[config.mk]
export PLATFORM = sky130hd
export DESIGN_NAME = mem_port_arbiter
export DESIGN_NICKNAME = d
export VERILOG_FILES = /design/src/rtl/mem_port_arbiter.sv
export SDC_FILE = /design/constraint.sdc
export NUM_CORES = 1
export LEC_CHECK = 0
export ABC_AREA = 1
export BUFFER_PORTS_ARGS = -buffer_cell sky130_fd_sc_hd__buf_2
export CELL_PAD_IN_SITES_DETAIL_PLACEMENT = 0
export CELL_PAD_IN_SITES_GLOBAL_PLACEMENT = 2
export CORE_ASPECT_RATIO = 1.5
export CORE_MARGIN = 2
export CORE_UTILIZATION = 27
export DETAILED_ROUTE_END_ITERATION = 10
export PLACE_DENSITY = 0.89
export SLEW_MARGIN = 10
export SYNTH_ARGS = -nofsm -noshare
export SYNTH_HDL_FRONTEND = slang
export SYNTH_SLANG_ARGS = --single-unit
[constraint.sdc]
create_clock -name clk -period 6.2 [get_ports clk]
set_clock_uncertainty 0.2 [all_clocks]
set_input_delay 0.31 -clock clk [delete_from_list [all_inputs] [get_ports clk]]
set_output_delay 0.31 -clock clk [all_outputs]
set_load 0.01 [all_outputs]
[src/rtl/mem_port_arbiter.sv]
// Shares one single-port memory between instruction fetch and load/store.
// Data requests win arbitration; fetches can be squashed while in flight.
// A wedged memory is abandoned after TIMEOUT cycles.
//
// state  | meaning
// IDLE   | no access on the bus, arbitrating between d_req and if_req
// IFETCH | fetch access on the bus, waiting for mem_ready
// DATA   | load/store access on the bus, waiting for mem_ready
module mem_port_arbiter #(
    parameter int ADDR_W  = 32,
    parameter int TIMEOUT = 64
) (
    input  logic              clk,
    input  logic              rst,
    input  logic              if_req,
    input  logic [ADDR_W-1:0] if_addr,
    input  logic              if_kill,
    output logic [31:0]       if_rdata,
    output logic              if_valid,
    output logic              if_stall,
    input  logic              d_req,
    input  logic              d_we,
    input  logic [2:0]        d_op,
    input  logic [ADDR_W-1:0] d_addr,
    input  logic [31:0]       d_wdata,
    output logic [31:0]       d_rdata,
    output logic              d_valid,
    output logic              d_err,
    output logic              d_stall,
    output logic              mem_req,
    output logic              mem_we,
    output logic [ADDR_W-1:0] mem_addr,
    output logic [3:0]        mem_be,
    output logic [31:0]       mem_wdata,
    input  logic [31:0]       mem_rdata,
    input  logic              mem_ready
);

    localparam logic [31:0] NOP     = 32'h0000_0013;
    localparam logic [7:0]  TMO_MAX = 8'(TIMEOUT - 1);

    typedef enum logic [1:0] {
        IDLE   = 2'd0,
        IFETCH = 2'd1,
        DATA   = 2'd2
    } state_t;

    state_t            state_q, state_d;
    logic [7:0]        tmo_q, tmo_d;
    logic              drop_q, drop_d;
    logic [2:0]        op_q, op_d;
    logic [1:0]        off_q, off_d;

    logic [31:0]       if_rdata_d, d_rdata_d, mem_wdata_d;
    logic              if_valid_d, d_valid_d, d_err_d;
    logic              mem_req_d, mem_we_d;
    logic [ADDR_W-1:0] mem_addr_d;
    logic [3:0]        mem_be_d;

    logic [1:0]        d_off;
    logic              d_legal;
    logic [3:0]        d_be;
    logic [31:0]       d_wrep;
    logic [31:0]       ld_shift;
    logic [31:0]       ld_ext;
    logic              drop_now;

    assign if_stall = if_req & ~if_valid;
    assign d_stall  = d_req & ~d_valid;

    // Size decode of the pending data request: legality, byte enables, store lanes.
    always_comb begin
        d_off   = d_addr[1:0];
        d_legal = 1'b0;
        d_be    = 4'b0000;
        d_wrep  = d_wdata;
        case (d_op)
            3'b000, 3'b100: begin
                d_legal = 1'b1;
                d_be    = 4'b0001 << d_off;
                d_wrep  = {4{d_wdata[7:0]}};
            end
            3'b001, 3'b101: begin
                d_legal = ~d_off[0];
                d_be    = 4'b0011 << d_off;
                d_wrep  = {2{d_wdata[15:0]}};
            end
            3'b010: begin
                d_legal = (d_off == 2'b00);
                d_be    = 4'b1111;
            end
            default: d_legal = 1'b0;
        endcase
    end

    // Load lane select and extension, using the size/offset captured at grant.
    always_comb begin
        ld_shift = mem_rdata >> {off_q, 3'b000};
        case (op_q)
            3'b000:  ld_ext = {{24{ld_shift[7]}}, ld_shift[7:0]};
            3'b100:  ld_ext = {24'h0, ld_shift[7:0]};
            3'b001:  ld_ext = {{16{ld_shift[15]}}, ld_shift[15:0]};
            3'b101:  ld_ext = {16'h0, ld_shift[15:0]};
            default: ld_ext = mem_rdata;
        endcase
    end

    // Next state and next value of every registered output.
    always_comb begin
        state_d     = state_q;
        tmo_d       = tmo_q;
        drop_d      = drop_q;
        op_d        = op_q;
        off_d       = off_q;
        if_rdata_d  = if_rdata;
        d_rdata_d   = d_rdata;
        if_valid_d  = 1'b0;
        d_valid_d   = 1'b0;
        d_err_d     = 1'b0;
        mem_req_d   = mem_req;
        mem_we_d    = mem_we;
        mem_addr_d  = mem_addr;
        mem_be_d    = mem_be;
        mem_wdata_d = mem_wdata;
        drop_now    = drop_q | if_kill;

        case (state_q)
            IDLE: begin
                // A requester still holds its req during its own valid pulse;
                // masking with the valid keeps it from being granted twice.
                if (d_req && !d_valid) begin
                    if (!d_legal) begin
                        d_valid_d = 1'b1;
                        d_err_d   = 1'b1;
                        d_rdata_d = 32'h0;
                    end else begin
                        state_d     = DATA;
                        tmo_d       = 8'h0;
                        op_d        = d_op;
                        off_d       = d_off;
                        mem_req_d   = 1'b1;
                        mem_we_d    = d_we;
                        mem_addr_d  = {d_addr[ADDR_W-1:2], 2'b00};
                        mem_be_d    = d_be;
                        mem_wdata_d = d_we ? d_wrep : 32'h0;
                    end
                end else if (if_req && !if_valid && !if_kill) begin
                    state_d     = IFETCH;
                    tmo_d       = 8'h0;
                    drop_d      = 1'b0;
                    mem_req_d   = 1'b1;
                    mem_we_d    = 1'b0;
                    mem_addr_d  = {if_addr[ADDR_W-1:2], 2'b00};
                    mem_be_d    = 4'b1111;
                    mem_wdata_d = 32'h0;
                end
            end

            IFETCH: begin
                if (mem_ready || tmo_q == TMO_MAX) begin
                    state_d   = IDLE;
                    mem_req_d = 1'b0;
                    drop_d    = 1'b0;
                    if (!drop_now) begin
                        if_valid_d = 1'b1;
                        if_rdata_d = mem_ready ? mem_rdata : NOP;
                    end
                end else begin
                    tmo_d  = tmo_q + 8'h1;
                    drop_d = drop_now;
                end
            end

            DATA: begin
                if (mem_ready) begin
                    state_d   = IDLE;
                    mem_req_d = 1'b0;
                    mem_we_d  = 1'b0;
                    d_valid_d = 1'b1;
                    d_rdata_d = mem_we ? 32'h0 : ld_ext;
                end else if (tmo_q == TMO_MAX) begin
                    state_d   = IDLE;
                    mem_req_d = 1'b0;
                    mem_we_d  = 1'b0;
                    d_valid_d = 1'b1;
                    d_err_d   = 1'b1;
                    d_rdata_d = 32'h0;
                end else begin
                    tmo_d = tmo_q + 8'h1;
                end
            end

            default: state_d = IDLE;
        endcase
    end

    // State, bookkeeping and output registers.
    always_ff @(posedge clk or posedge rst) begin
        if (rst) begin
            state_q   <= IDLE;
            tmo_q     <= 8'h0;
            drop_q    <= 1'b0;
            op_q      <= 3'b000;
            off_q     <= 2'b00;
            if_rdata  <= 32'h0;
            if_valid  <= 1'b0;
            d_rdata   <= 32'h0;
            d_valid   <= 1'b0;
            d_err     <= 1'b0;
            mem_req   <= 1'b0;
            mem_we    <= 1'b0;
            mem_addr  <= '0;
            mem_be    <= 4'b0000;
            mem_wdata <= 32'h0;
        end else begin
            state_q   <= state_d;
            tmo_q     <= tmo_d;
            drop_q    <= drop_d;
            op_q      <= op_d;
            off_q     <= off_d;
            if_rdata  <= if_rdata_d;
            if_valid  <= if_valid_d;
            d_rdata   <= d_rdata_d;
            d_valid   <= d_valid_d;
            d_err     <= d_err_d;
            mem_req   <= mem_req_d;
            mem_we    <= mem_we_d;
            mem_addr  <= mem_addr_d;
            mem_be    <= mem_be_d;
            mem_wdata <= mem_wdata_d;
        end
    end

endmodule

==> flow_summary_export.csv <==
group,metric,value,unit
run_status,outcome,"complete, no violations",
floorplanning,initial_core_util,27.3,%
synthesis,synth_xor_xnor_area_share,0.347,%
timing,setup_total_negative_slack,0,ps
routing,antenna_violating_nets_post_route,0,
setup_path,reg2reg_depth,10,
timing,count_of_endpoints_failing_hold_in_the_final_timing_report,0,
routing,viasPerCell,4.77,
setup_path,required,6390,ps
timing,final-setup-viol-count,0,
synthesis,register_bit_count_reported_by_yosys,151,
layout,layout_overhead_on_the_synthesized_area,44.8,%
synthesis,syn_area,7570,µm²
floorplanning,die_x,141,µm
routing,wl_per_cell,16.8,µm
setup_path,critPathArrivalTime,3760,ps
synthesis,synthMuxAreaShare,0.149,%
layout,n_antenna_cell,0,
floorplanning,placement_rows,75,
grt,antenna_found_initial,0,
setup_path,critical_path.max_fanout,35,
routing,drt-initial-drc-count,512,
cts,tritoncts.num_buffers,17,
synthesis,cell_type_contributing_the_most_total_cell_area_after_synthesis,"sky130_fd_sc_hd__dfrtp_1",
job,drv_cap,0,
timing,unrepaired_setup_endpoints_after_global_routing,"false",
layout,fillers,2841,
grt,grt_first_pass_wirelength,43.4,mm
placed_design,dpl-instance-area,9150,µm²
floorplanning,ios,277,
synthesis,yosysWarnings,0,
power,power.density_cell_area,425,nW/µm²
synthesis,synthCells,958,
worst_hold_path,worstHoldPathCells,4,
cts,cts.reportedPaths.clkPinSlew,60,ps
setup_path,r2r_end,"d_rdata[21]",
routing,vias,8012,
floorplanning,floorplan_die_area,29400,µm²
cts,tritoncts_clock_tree,"done",
timing,slew_at_the_pin_with_the_worst_max_slew_slack,1250,ps
synthesis,synth_edf_count,0,
setup_path,critical_path.endpoint_type,"flop",
setup_path,setup.worst_path.start_class,"flop",
cts,clk_root_buffer_cell,"sky130_fd_sc_hd__clkbuf_16",
grt,grt_use_total,19.1,%
routing,drc_errors,0,
placed_design,routabilityCongestion,0.866,
timing,period_minus_slack,3570,ps
timing,final_critical_path_share_of_the_clock_period,57.6,%
grt,total_overflow_reported_by_the_global_router,0,
grt,maximum_number_of_pins_on_one_net_before_global_route_repair,99,
synthesis,netlist.area_leader.share,49.9,%
routing,drt_first_pass_iters,5,
setup_path,r2r_setup_slack,2630,ps
timing,achievable-frequency,280,MHz
layout,finish.instance_area,11000,µm²
synthesis,synth-seq-area-share,49.9,%
synthesis,yosys_cell_types,35,
synthesis,yosys-top-cells-count,"290 x sky130_fd_sc_hd__nand2_1, 151 x sky130_fd_sc_hd__dfrtp_1, 111 x sky130_fd_sc_hd__nand3_1, 75 x sky130_fd_sc_hd__nor2_1, 70 x sky130_fd_sc_hd__o21ai_0",
cts,clock_tree.buffer_depth,2,
power,leakage_component_of_the_power,0.00564,µW
routing,route.final.wire_length,28.2,mm
synthesis,synth_compound_gate_area_share,13.9,%
layout,drive_above_1_share,26.1,%
timing,postLayoutSetupSlackWorst,2630,ps
setup_path,path_class,"flop to flop",
setup_path,crit-reg2reg-launch,"state_q[0]",
synthesis,synthArstFlopShare,100,%
floorplanning,chipHeight,209,µm
synthesis,synth_flop_cell,"sky130_fd_sc_hd__dfrtp_1",
cts,clock_insertion_delay_worst_skew,450,ps
worst_hold_path,end_point_of_the_worst_hold_path,"if_rdata[0]",
synthesis,synth_simple_gate_area_share,28.2,%
placed_design,place.detailed.hpwl,19.6,mm
synthesis,dominant_combinational_cell_family_by_area_after_synthesis,"simple AND/OR/NAND/NOR gates",
timing,slew_headroom,16.7,%
grt,via_count_of_the_first_global_routing_pass,7866,
synthesis,postSynthAreaPerCell,7.90,µm²
synthesis,synthAdderAreaFrac,0.826,%
layout,design.final.nets,1465,
timing,final_max_slew_viol_count,0,
cts,cts.sinks,151,
placed_design,preCtsSetupSlack,2500,ps
cts,number_of_levels_in_the_clock_h_tree,4,
worst_hold_path,min-delay-path-class,"primary input to flop",
power,irDropWorstVdd,0.208,mV
worst_hold_path,holdCritStartpoint,"mem_rdata[0]",
synthesis,synth_area_leaders,"sky130_fd_sc_hd__dfrtp_1 50%, sky130_fd_sc_hd__nand2_1 14%, sky130_fd_sc_hd__nand3_1 7.3%, sky130_fd_sc_hd__o21ai_0 4.6%, sky130_fd_sc_hd__nor2_1 3.7%",
synthesis,post-synth-top-count-cell,"sky130_fd_sc_hd__nand2_1",
floorplanning,placeableCoreArea,27800,µm²
placed_design,port-buffer-count,272,
kinds of logic (layout without fill, tap and decap cells):
logic type,Yosys count,after routing
compound gates,180,180
mux,1,1
other cells,1,2
fa+ha+maj,5,5
flops,151,151
buf+inv,112,488
simple gates,505,505
xor+xnor,3,3
sequential cells by signal (all words and copies together), names as in the netlist:
| register | cells |
|---|---|
| mem_req | 1 |
| if_valid | 1 |
| off_q | 2 |
| d_rdata | 32 |
| d_err | 1 |
| drop_q | 1 |
| mem_we | 1 |
| op_q | 3 |
| mem_wdata | 32 |
| d_valid | 1 |
| state_q | 2 |
| tmo_q | 8 |
| mem_be | 4 |
| if_rdata | 32 |
| mem_addr | 30 |
how the worst max path moves through the flow:
stage | endpoint | from | depth (start not counted)
finish | d_rdata[21] | state_q[0] | 10
global route | d_rdata[26] | state_q[0] | 10
CTS | d_rdata[21] | state_q[0] | 10
detailed placement | d_rdata[21] | mem_ready | 7
global placement | d_rdata[16] | mem_ready | 7
floorplan | d_err | rst | 1
critical path, stage by stage (launching register included):
cell and delay [ps]:
sky130_fd_sc_hd__dfrtp_1 400, sky130_fd_sc_hd__inv_1 120, sky130_fd_sc_hd__ha_1 240, sky130_fd_sc_hd__inv_2 70, sky130_fd_sc_hd__nor2_1 170, sky130_fd_sc_hd__inv_1 90
sky130_fd_sc_hd__o21ai_1 100, sky130_fd_sc_hd__nand3_2 600, sky130_fd_sc_hd__nor2_2 1210, sky130_fd_sc_hd__nand3_1 180, sky130_fd_sc_hd__nand2_1 110
cell type report:
class                           instances  area, µm²  share of cell area (%)
Sequential cell                       151       3780                    34.5
Clock inverter                         13        121                    1.11
Clock buffer                           19        453                    4.13
Inverter                               52        200                    1.83
Multi-Input combinational cell        696       3300                    30.1
Timing Repair Buffer                  404       2680                    24.4
Tap cell                              346        433                    3.95
timing repair:
item	in CTS	in global routing
hold buffers	124	0
hold endpoints to repair	194	0
buffers inserted	0	0
resized for setup	0	0
report_power, final:
part / switching [µW] / leakage [µW] / internal (µW)
Clock: 460 / 0.000274 / 576
Combinational: 1220 / 0.00345 / 833
Sequential: 223 / 0.00192 / 1350
Total: 1900 / 0.00564 / 2760
cell usage in the layout, fill, tap and decap left out, types with 4 or more instances in the layout:
master | Yosys | final
sky130_fd_sc_hd__nor2_1 | 75 | 75
sky130_fd_sc_hd__dlygate4sd3_1 | 0 | 124
sky130_fd_sc_hd__nand2_2 | 4 | 4
sky130_fd_sc_hd__a31oi_1 | 34 | 34
sky130_fd_sc_hd__a21oi_1 | 28 | 28
sky130_fd_sc_hd__nand2_1 | 290 | 289
sky130_fd_sc_hd__o211ai_1 | 13 | 13
sky130_fd_sc_hd__inv_2 | 8 | 8
sky130_fd_sc_hd__o21a_1 | 4 | 4
sky130_fd_sc_hd__o21ai_0 | 70 | 70
sky130_fd_sc_hd__dfrtp_1 | 151 | 151
sky130_fd_sc_hd__o2111ai_1 | 11 | 11
sky130_fd_sc_hd__o22ai_1 | 5 | 5
sky130_fd_sc_hd__clkinvlp_4 | 0 | 4
sky130_fd_sc_hd__inv_1 | 43 | 42
sky130_fd_sc_hd__clkbuf_16 | 0 | 17
sky130_fd_sc_hd__o21ai_1 | 12 | 12
sky130_fd_sc_hd__nand3_1 | 111 | 111
sky130_fd_sc_hd__ha_1 | 5 | 5
sky130_fd_sc_hd__buf_4 | 15 | 7
sky130_fd_sc_hd__nor2_2 | 6 | 6
sky130_fd_sc_hd__or2_2 | 9 | 9
sky130_fd_sc_hd__buf_2 | 9 | 272
per-layer routing:
layer | wire length [µm] | part of all wire, % | GRT usage, %
met5 | 0 | 0 | 0
met4 | 1060 | 3.7 | 9.24
met3 | 1280 | 4.5 | 4.03
met2 | 14700 | 52 | 34.1
met1 | 11200 | 40 | 21.4
metrics by stage:
stage | util (%) | hold slack, ps | cells | total power, µW
finish | 39.5 | 29.8 | 1681 | 4660
global route | 39.5 | 36.2 | 1681 | 4990
CTS | 39.5 | 14.9 | 1681 | 4720
detailed placement | 32.9 | 262 | 1525 | 3440
global placement | 32.9 | 263 | 1525 | 3420
floorplan | - | 241 | 959 | 2720
No activity file was read; power rests on OpenSTA's default activity.
